File: src/rtl/anton_neopixel_bus_arbiter_if.sv
// rtl/anton_neopixel_bus_arbiter_if.sv - requester and neopixel bus signals of the two-master arbiter
interface anton_neopixel_bus_arbiter_if #(
   parameter int ADDR_BITS = 14
);
   logic                 req0;
   logic                 req1;
   logic                 write0;
   logic                 write1;
   logic                 lock0;
   logic                 lock1;
   logic [ADDR_BITS-1:0] addr0;
   logic [ADDR_BITS-1:0] addr1;
   logic [7:0]           wdata0;
   logic [7:0]           wdata1;
   logic                 ack0;
   logic                 ack1;
   logic [7:0]           rdata0;
   logic [7:0]           rdata1;
   logic                 busy;
   logic                 grantId;
   logic [ADDR_BITS-1:0] busAddr;
   logic [7:0]           busDataIn;
   logic                 busWrite;
   logic                 busRead;
   logic [7:0]           busDataOut;

   // master: requesters plus the neopixel module's read-data return
   modport master (
      output req0, req1, write0, write1, lock0, lock1,
      output addr0, addr1, wdata0, wdata1, busDataOut,
      input  ack0, ack1, rdata0, rdata1, busy, grantId,
      input  busAddr, busDataIn, busWrite, busRead
   );

   modport slave (
      input  req0, req1, write0, write1, lock0, lock1,
      input  addr0, addr1, wdata0, wdata1, busDataOut,
      output ack0, ack1, rdata0, rdata1, busy, grantId,
      output busAddr, busDataIn, busWrite, busRead
   );
endinterface

File: src/rtl/anton_neopixel_bus_arbiter.sv
// rtl/anton_neopixel_bus_arbiter.sv - round-robin/lockable arbiter sharing the neopixel byte bus
// Serialises single-byte accesses from two requesters with a req/ack handshake.
module anton_neopixel_bus_arbiter #(
   parameter int READ_LATENCY = 1,
   parameter int ADDR_BITS    = 14
) (
   input logic                      busClk,
   input logic                      busResetN,
   anton_neopixel_bus_arbiter_if.slave bus
);
   localparam logic [1:0] IDLE    = 2'd0;
   localparam logic [1:0] ISSUE   = 2'd1;
   localparam logic [1:0] WAITLAT = 2'd2;
   localparam logic [1:0] ACK     = 2'd3;

   logic [1:0]           state;
   logic                 lastGrant;
   logic                 grantIdR;
   logic                 latWrite;
   logic [ADDR_BITS-1:0] latAddr;
   logic [7:0]           latData;
   logic [2:0]           waitCnt;
   logic [7:0]           rdata0R;
   logic [7:0]           rdata1R;

   logic lockOfLast;
   logic grantNext;

   // Under contention the previous owner keeps the bus only if it holds its lock.
   always_comb begin
      lockOfLast = lastGrant ? bus.lock1 : bus.lock0;
      grantNext  = bus.req1;
      if (bus.req0 && bus.req1)
         grantNext = lockOfLast ? lastGrant : ~lastGrant;
   end

   always_ff @(posedge busClk or negedge busResetN) begin
      if (!busResetN) begin
         state     <= IDLE;
         lastGrant <= 1'b1;
         grantIdR  <= 1'b0;
         latWrite  <= 1'b0;
         latAddr   <= '0;
         latData   <= '0;
         waitCnt   <= '0;
         rdata0R   <= '0;
         rdata1R   <= '0;
      end else begin
         case (state)
            IDLE: begin
               if (bus.req0 || bus.req1) begin
                  grantIdR <= grantNext;
                  latWrite <= grantNext ? bus.write1 : bus.write0;
                  latAddr  <= grantNext ? bus.addr1  : bus.addr0;
                  latData  <= grantNext ? bus.wdata1 : bus.wdata0;
                  state    <= ISSUE;
               end
            end
            ISSUE: begin
               if (latWrite) begin
                  state <= ACK;
               end else begin
                  waitCnt <= 3'(READ_LATENCY);
                  state   <= WAITLAT;
               end
            end
            WAITLAT: begin
               waitCnt <= waitCnt - 3'd1;
               // busDataOut becomes valid READ_LATENCY cycles after the strobe
               if (waitCnt == 3'd1) begin
                  if (grantIdR)
                     rdata1R <= bus.busDataOut;
                  else
                     rdata0R <= bus.busDataOut;
                  state <= ACK;
               end
            end
            ACK: begin
               lastGrant <= grantIdR;
               state     <= IDLE;
            end
            default: state <= IDLE;
         endcase
      end
   end

   // Strobes, acks and busy decode straight from state so reset clears them at once.
   assign bus.busWrite  = (state == ISSUE) && latWrite;
   assign bus.busRead   = (state == ISSUE) && !latWrite;
   assign bus.ack0      = (state == ACK) && !grantIdR;
   assign bus.ack1      = (state == ACK) && grantIdR;
   assign bus.busy      = (state != IDLE);
   assign bus.grantId   = grantIdR;
   assign bus.busAddr   = latAddr;
   assign bus.busDataIn = latData;
   assign bus.rdata0    = rdata0R;
   assign bus.rdata1    = rdata1R;
endmodule

File: src/flat_wrapper.sv
// flat-port wrapper written by rule: the top's interface ports become plain ports
module anton_neopixel_bus_arbiter_flat 
#(
   parameter int READ_LATENCY = 1,
   parameter int ADDR_BITS    = 14
)
  (busClk, busResetN, bus_req0, bus_req1, bus_write0, bus_write1, bus_lock0, bus_lock1, bus_addr0, bus_addr1, bus_wdata0, bus_wdata1, bus_busDataOut, bus_ack0, bus_ack1, bus_rdata0, bus_rdata1, bus_busy, bus_grantId, bus_busAddr, bus_busDataIn, bus_busWrite, bus_busRead);
  anton_neopixel_bus_arbiter_if #(.ADDR_BITS(ADDR_BITS)) bus_i ();
  input logic busClk;
  input logic busResetN;
  input wire logic [$bits(bus_i.req0)-1:0] bus_req0;
  input wire logic [$bits(bus_i.req1)-1:0] bus_req1;
  input wire logic [$bits(bus_i.write0)-1:0] bus_write0;
  input wire logic [$bits(bus_i.write1)-1:0] bus_write1;
  input wire logic [$bits(bus_i.lock0)-1:0] bus_lock0;
  input wire logic [$bits(bus_i.lock1)-1:0] bus_lock1;
  input wire logic [$bits(bus_i.addr0)-1:0] bus_addr0;
  input wire logic [$bits(bus_i.addr1)-1:0] bus_addr1;
  input wire logic [$bits(bus_i.wdata0)-1:0] bus_wdata0;
  input wire logic [$bits(bus_i.wdata1)-1:0] bus_wdata1;
  input wire logic [$bits(bus_i.busDataOut)-1:0] bus_busDataOut;
  output wire logic [$bits(bus_i.ack0)-1:0] bus_ack0;
  output wire logic [$bits(bus_i.ack1)-1:0] bus_ack1;
  output wire logic [$bits(bus_i.rdata0)-1:0] bus_rdata0;
  output wire logic [$bits(bus_i.rdata1)-1:0] bus_rdata1;
  output wire logic [$bits(bus_i.busy)-1:0] bus_busy;
  output wire logic [$bits(bus_i.grantId)-1:0] bus_grantId;
  output wire logic [$bits(bus_i.busAddr)-1:0] bus_busAddr;
  output wire logic [$bits(bus_i.busDataIn)-1:0] bus_busDataIn;
  output wire logic [$bits(bus_i.busWrite)-1:0] bus_busWrite;
  output wire logic [$bits(bus_i.busRead)-1:0] bus_busRead;
  assign bus_i.req0 = bus_req0;
  assign bus_i.req1 = bus_req1;
  assign bus_i.write0 = bus_write0;
  assign bus_i.write1 = bus_write1;
  assign bus_i.lock0 = bus_lock0;
  assign bus_i.lock1 = bus_lock1;
  assign bus_i.addr0 = bus_addr0;
  assign bus_i.addr1 = bus_addr1;
  assign bus_i.wdata0 = bus_wdata0;
  assign bus_i.wdata1 = bus_wdata1;
  assign bus_i.busDataOut = bus_busDataOut;
  assign bus_ack0 = bus_i.ack0;
  assign bus_ack1 = bus_i.ack1;
  assign bus_rdata0 = bus_i.rdata0;
  assign bus_rdata1 = bus_i.rdata1;
  assign bus_busy = bus_i.busy;
  assign bus_grantId = bus_i.grantId;
  assign bus_busAddr = bus_i.busAddr;
  assign bus_busDataIn = bus_i.busDataIn;
  assign bus_busWrite = bus_i.busWrite;
  assign bus_busRead = bus_i.busRead;
  anton_neopixel_bus_arbiter #(.READ_LATENCY(READ_LATENCY), .ADDR_BITS(ADDR_BITS)) u_core (.busClk(busClk), .busResetN(busResetN), .bus(bus_i));
endmodule
File: config.mk
export PLATFORM = sky130hd
export DESIGN_NAME = anton_neopixel_bus_arbiter_flat
export DESIGN_NICKNAME = d
export VERILOG_FILES = /design/src/rtl/anton_neopixel_bus_arbiter_if.sv /design/src/rtl/anton_neopixel_bus_arbiter.sv /design/src/flat_wrapper.sv
export SDC_FILE = /design/constraint.sdc
export NUM_CORES = 1
export LEC_CHECK = 0
export CAP_MARGIN = 5
export CORE_ASPECT_RATIO = 0.9
export CORE_UTILIZATION = 60
export DETAILED_ROUTE_END_ITERATION = 6
export DONT_BUFFER_PORTS = 1
export PLACE_DENSITY = 0.73
export RECOVER_POWER = 100
export SLEW_MARGIN = 20
export SYNTH_ARGS = -nofsm -noshare
export SYNTH_HDL_FRONTEND = slang
export SYNTH_SLANG_ARGS = --single-unit
File: constraint.sdc
create_clock -name busClk -period 1.9 [get_ports busClk]
set_input_delay 0.38 -clock busClk [delete_from_list [all_inputs] [get_ports busClk]]
set_output_delay 0.38 -clock busClk [all_outputs]
set_load 0.005 [all_outputs]
## Word level (Yosys, flattened, before mapping)

Cells that the tools add are included.

- Flip-flop bits (word level): 46
- Bits in latches: 0
- Memory bits (writable): 0
- Memory bits (read-only): 0
- Output and inout bits: 44
- Word-level logic and storage cells: 47
- Memories: 0

- $add $sub $neg: 1
- $mul: 0
- Divide/modulo/power cells: 0
- Magnitude comparators: 0
- Eq/ne operators: 7
- Shift operators: 0
- Multiplexer cells: 12
- Bitwise gates (word level): 2
- Reductions and logical operators: 16

Operator list:

| kind | number |
|---|---|
| 14-bit 2-to-1 mux | 1 |
| 8-bit 2-to-1 mux | 1 |
| 2-bit case mux with 4 select lines | 1 |
| 3-bit case mux with 2 select lines | 1 |
| 2-bit AND reduction | 3 |
| 3-bit AND reduction | 2 |
| 1-bit logical AND | 5 |
| 1-bit 2-to-1 mux | 5 |
| 2-bit equality test (second input constant) | 2 |
| 2-bit 2-to-1 mux | 2 |
| 2-bit by 1-bit != test with 1-bit output (second input constant) | 2 |
| 2-bit nonzero test | 2 |
| 3-bit by 1-bit equality test with 1-bit output (second input constant) | 1 |
| 3-bit 2-to-1 mux | 1 |
| 3-bit by 1-bit subtractor with 3-bit output (second input constant) | 1 |
| 2-bit by 1-bit equality test with 1-bit output (second input constant) | 1 |
| 1-bit logical NOT | 2 |
| 2-bit logical NOT | 1 |
| 2-bit != test (second input constant) | 1 |
| 1-bit inverter | 2 |
| 1-bit logical OR | 1 |

## Depth between registers and ports, before layout

- Depth after elaboration: 4
- Gate-level depth with buffers: 8
- Mapped depth without buffers: 6

## Worst setup path after synthesis

OpenSTA, ideal clock, no wires.

- Kind: flip-flop to flip-flop
- Start point: register u_core.state[0]
- End point: register u_core.rdata0R[1] (netlist: u_core.bus.rdata0[1])
- Setup time: 0.125 ns
- Data arrival time: 1.512 ns
- Slack: 0.263 ns
- Stages on the path, launching flop included: 6
- Buffers on the path: 1
- Clock period less this slack: 1.637 ns
- Path through: dfrtp_1 -> inv_1 -> ha_1 -> buf_2 -> nor3b_4 -> mux2_2

- Cells in the longest elaborated chain, start to end: 2

Ends and longest elaborated chain:

| element | line | source |
|---|---|---|
| start, declared | anton_neopixel_bus_arbiter.sv:16 | `logic [1:0] state;` |
| start signal, assigned | anton_neopixel_bus_arbiter.sv:39 | `state <= IDLE;` |
| start signal, assigned | anton_neopixel_bus_arbiter.sv:56 | `state <= ISSUE;` |
| start signal, assigned | anton_neopixel_bus_arbiter.sv:61 | `state <= ACK;` |
| 2-bit equality test | anton_neopixel_bus_arbiter.sv:49 | `case (state)` |
| 3-bit AND reduction (no source line) | n/a |  |
| end signal, assigned | anton_neopixel_bus_arbiter.sv:74 | `rdata0R <= bus.busDataOut;` |
| end, declared | anton_neopixel_bus_arbiter.sv:23 | `logic [7:0] rdata0R;` |

Every way passes these cells.
A chain may end at the register's enable or synchronous reset.

## Worst setup path in the final report

- Start point: register u_core.state[0]
- End point: register u_core.rdata0R[0] (netlist: u_core.bus.rdata0[0])

The elaborated chain is that of the path after synthesis.

==> results.md <==
- Fraction of layout cells with a size suffix above 1: 15.6%
- Final Hold Fails: 0
- Startpoint types: flip-flop
- Synth warn: 0
- Largest net degree at the start of global routing: 47
- Vias in the first global route: 1547
- Static leakage: 0.992 nW
- Routed len/inst: 17.6 um
- RSZ-0062 raised after global routing: no
- Clk Latency, worst-skew pair: 0.30 ns
- Setup WS post-layout: 0.132 ns
- Pre-antenna DRT Iters: 5
- Arrival time worst endpoint: 1.95 ns
- Via count: 1614
- Num rows: 20
- Initial antenna violation count: 0
- Top post-synthesis cells by count: dfrtp_1 (45), o21ai_0 (29), nor2_1 (26)
- Worst endpoint required time: 2.09 ns
- Synth Flop Type: dfrtp_1
- Routed vias/inst: 6.16
- Netlist cell types: 28
- Clock buffer depth: 2
- FF+latch count, synth: 46
- Net Sw Power: 0.00146 W
- Worst clock skew: 0.00959 ns
- Dominant cells by area after synthesis: dfrtp_1 (51%), mux2_2 (7.1%), o21ai_0 (6.5%)
- Initial Util: 64.2%
- First-pass GRT wire length: 7020 um
- CP max FO: 8
- Synth top area share: 50.8%
- Synth area leader: dfrtp_1
- Post-DP Area: 2230 um2
- Post-synthesis sequential area ratio: 51.9%
- DRC Markers: 0
- Sequential share of power: 49.5%
- Clock-pin slew on the worst setup and hold paths: 0.09 ns
- Int Power: 0.00239 W
- Die footprint: 3940 um2
- Ports: 104
- Initial DRC count: 82
- Number of max-cap violations: 0
- IO Port Bufs: 0
- Worst ir drop on vdd: 0.869 mV
- Clock network power share: 16.1%
- Final Max Slew Viols: 0
- Final Wtd Congestion: 0.754
- Synth async-reset ratio: 100%
- Sink Count: 46
- Post-DP HPWL: 3320 um
- Synthesized area: 2220 um2
- Die Y: 59.7 um
- Post-detailed-route count of antenna-violating nets: 0
- Layout area overhead: 6.26%
- Synthesized area per cell: 10.2 um2
- Resized Gates After CTS: 0
- Die X: 66.1 um
- Num CTS Buffers: 5
- Final instance area: 2360 um2
- Worst slew margin: 25.7%
- Most common cell in the netlist: dfrtp_1
- Post-synth EDFFs: 0
- Status: finished, final reports clean
- Fin crit period: 1.77 ns
- CTS root buf: clkbuf_8
- CTS H-tree lvls: 2
- Final setup violation count: 0
- Combinational share of power: 34.3%
- Final Cycle Share: 93.0%
- PD cells: 1640 nW/um2
- GR Util All Layers: 24.2%
- Mapped Nets: 285
- Slew of the pin with the lowest slew margin: 1.11 ns
- GR Overflow Total: 0
- Worst setup EP type: flip-flop
- CTS tree: built
- N_diodes: 0
- Core area: 3450 um2
- Hold crit path type: in2reg
- # nets final: 284
- DRT Wirelength: 4610 um
- Setup tns final: 0 ns
- Pre-CTS setup slack: 0.0332 ns
- Sw frac: 38.0%
- Crit path kind: reg2reg
- Maximum clock rate: 0.566 GHz
- Post-Syn Instances: 218
[cells by family after synthesis]
logic type / Yosys count / synth area share (%)
multiplexers: 18 / 9.08
buffers and inverters: 23 / 4.68
flip-flops: 46 / 51.9
AND/OR/NAND/NOR: 66 / 15.1
adder cells (fa/ha/maj): 7 / 3.95
AO/OA/AOI/OAI: 58 / 15.2
[sequential cells by signal, summed over array words and instances, names as in the netlist]
signal                flops
u_core.bus.busAddr       14
u_core.bus.rdata1         8
u_core.bus.busDataIn      8
u_core.latWrite           1
u_core.bus.rdata0         8
u_core.state              2
u_core.waitCnt            3
u_core.bus.grantId        1
u_core.lastGrant          1
[area by class of cell]
type / count / area, um2
clock inverter: 2 / 12.5
sequential: 46 / 1150
clock buffer: 6 / 82.6
timing repair buffer: 7 / 62.6
multi-input combinational: 149 / 962
inverter: 8 / 30.0
tap: 44 / 55.1
fill: 252 / 1100
[metal layers]
layer / vias to the layer above / share of wire (%) / wire (um) / track usage [%]
met5: - / 0 / 0 / 0
met4: 0 / 1.2 / 57 / 11.6
met3: 7 / 9.2 / 422 / 7.44
met2: 77 / 52 / 2390 / 42.9
met1: 763 / 38 / 1740 / 26.6
li1: 767 / - / - / -
[path summary, 6_finish.rpt]
check	depth (start not counted)	slack (ns)	end	start
min in group asynchronous	2	0.83	u_core.waitCnt[2]	busResetN
max in group asynchronous	2	0.39	u_core.bus.busDataIn[0]	busResetN
min reg2reg	2	0.49	u_core.waitCnt[1]	u_core.waitCnt[1]
max	5	0.13	u_core.bus.rdata0[0]	u_core.state[0]
max reg2reg	5	0.13	u_core.bus.rdata0[0]	u_core.state[0]
min	1	0.21	u_core.bus.rdata0[7]	bus_busDataOut[7]
[metrics by stage]
| stage | hold WS (ns) | instances | total power (W) | utilization [%] |
|---|---|---|---|---|
| after floorplan | 0.0844 | 218 | 0.00291 | - |
| after global placement | 0.0853 | 251 | 0.00311 | 64.6 |
| after detailed placement | 0.0853 | 251 | 0.00325 | 64.6 |
| after CTS | 0.207 | 261 | 0.00388 | 68.5 |
| after global routing | 0.195 | 262 | 0.00415 | 68.3 |
| final | 0.208 | 262 | 0.00386 | 68.3 |
[power by group through the flow]
stage	Sequential (W)	Clock, W	Combinational [W]
2_1_floorplan	0.00181	0	0.00110
3_3_place_gp	0.00191	0	0.00121
3_5_place_dp	0.00194	0	0.00131
4_1_cts	0.00192	0.000626	0.00134
5_1_grt	0.00198	0.000676	0.00150
6_report	0.00191	0.000622	0.00133
[worst max-delay path: stages (launching register included)]
cell	delay, ns
dfrtp_1	0.41
inv_1	0.15
ha_1	0.33
nor3b_4	0.28
buf_12	0.15
mux2_1	0.33
[what timing repair did]
action                                 in CTS  in global routing
buffers inserted                            0                  1
setup endpoints to repair                   0                  8
endpoints found under the hold margin      46                  0
hold buffers                                2                  0
[cell usage in the layout (no fill, tap or decap), types with 2 or more instances in the layout]
cell type  count
nand3_1       23
o21ai_0       29
dfrtp_1       45
a31oi_1       23
ha_1           7
clkbuf_2       2
nand2_1        6
inv_1          8
nor2b_1        6
mux2_1         3
buf_4          3
nor2_1        26
clkbuf_8       6
mux2_2        14
Note: power is estimated with default switching activity, not from simulation.
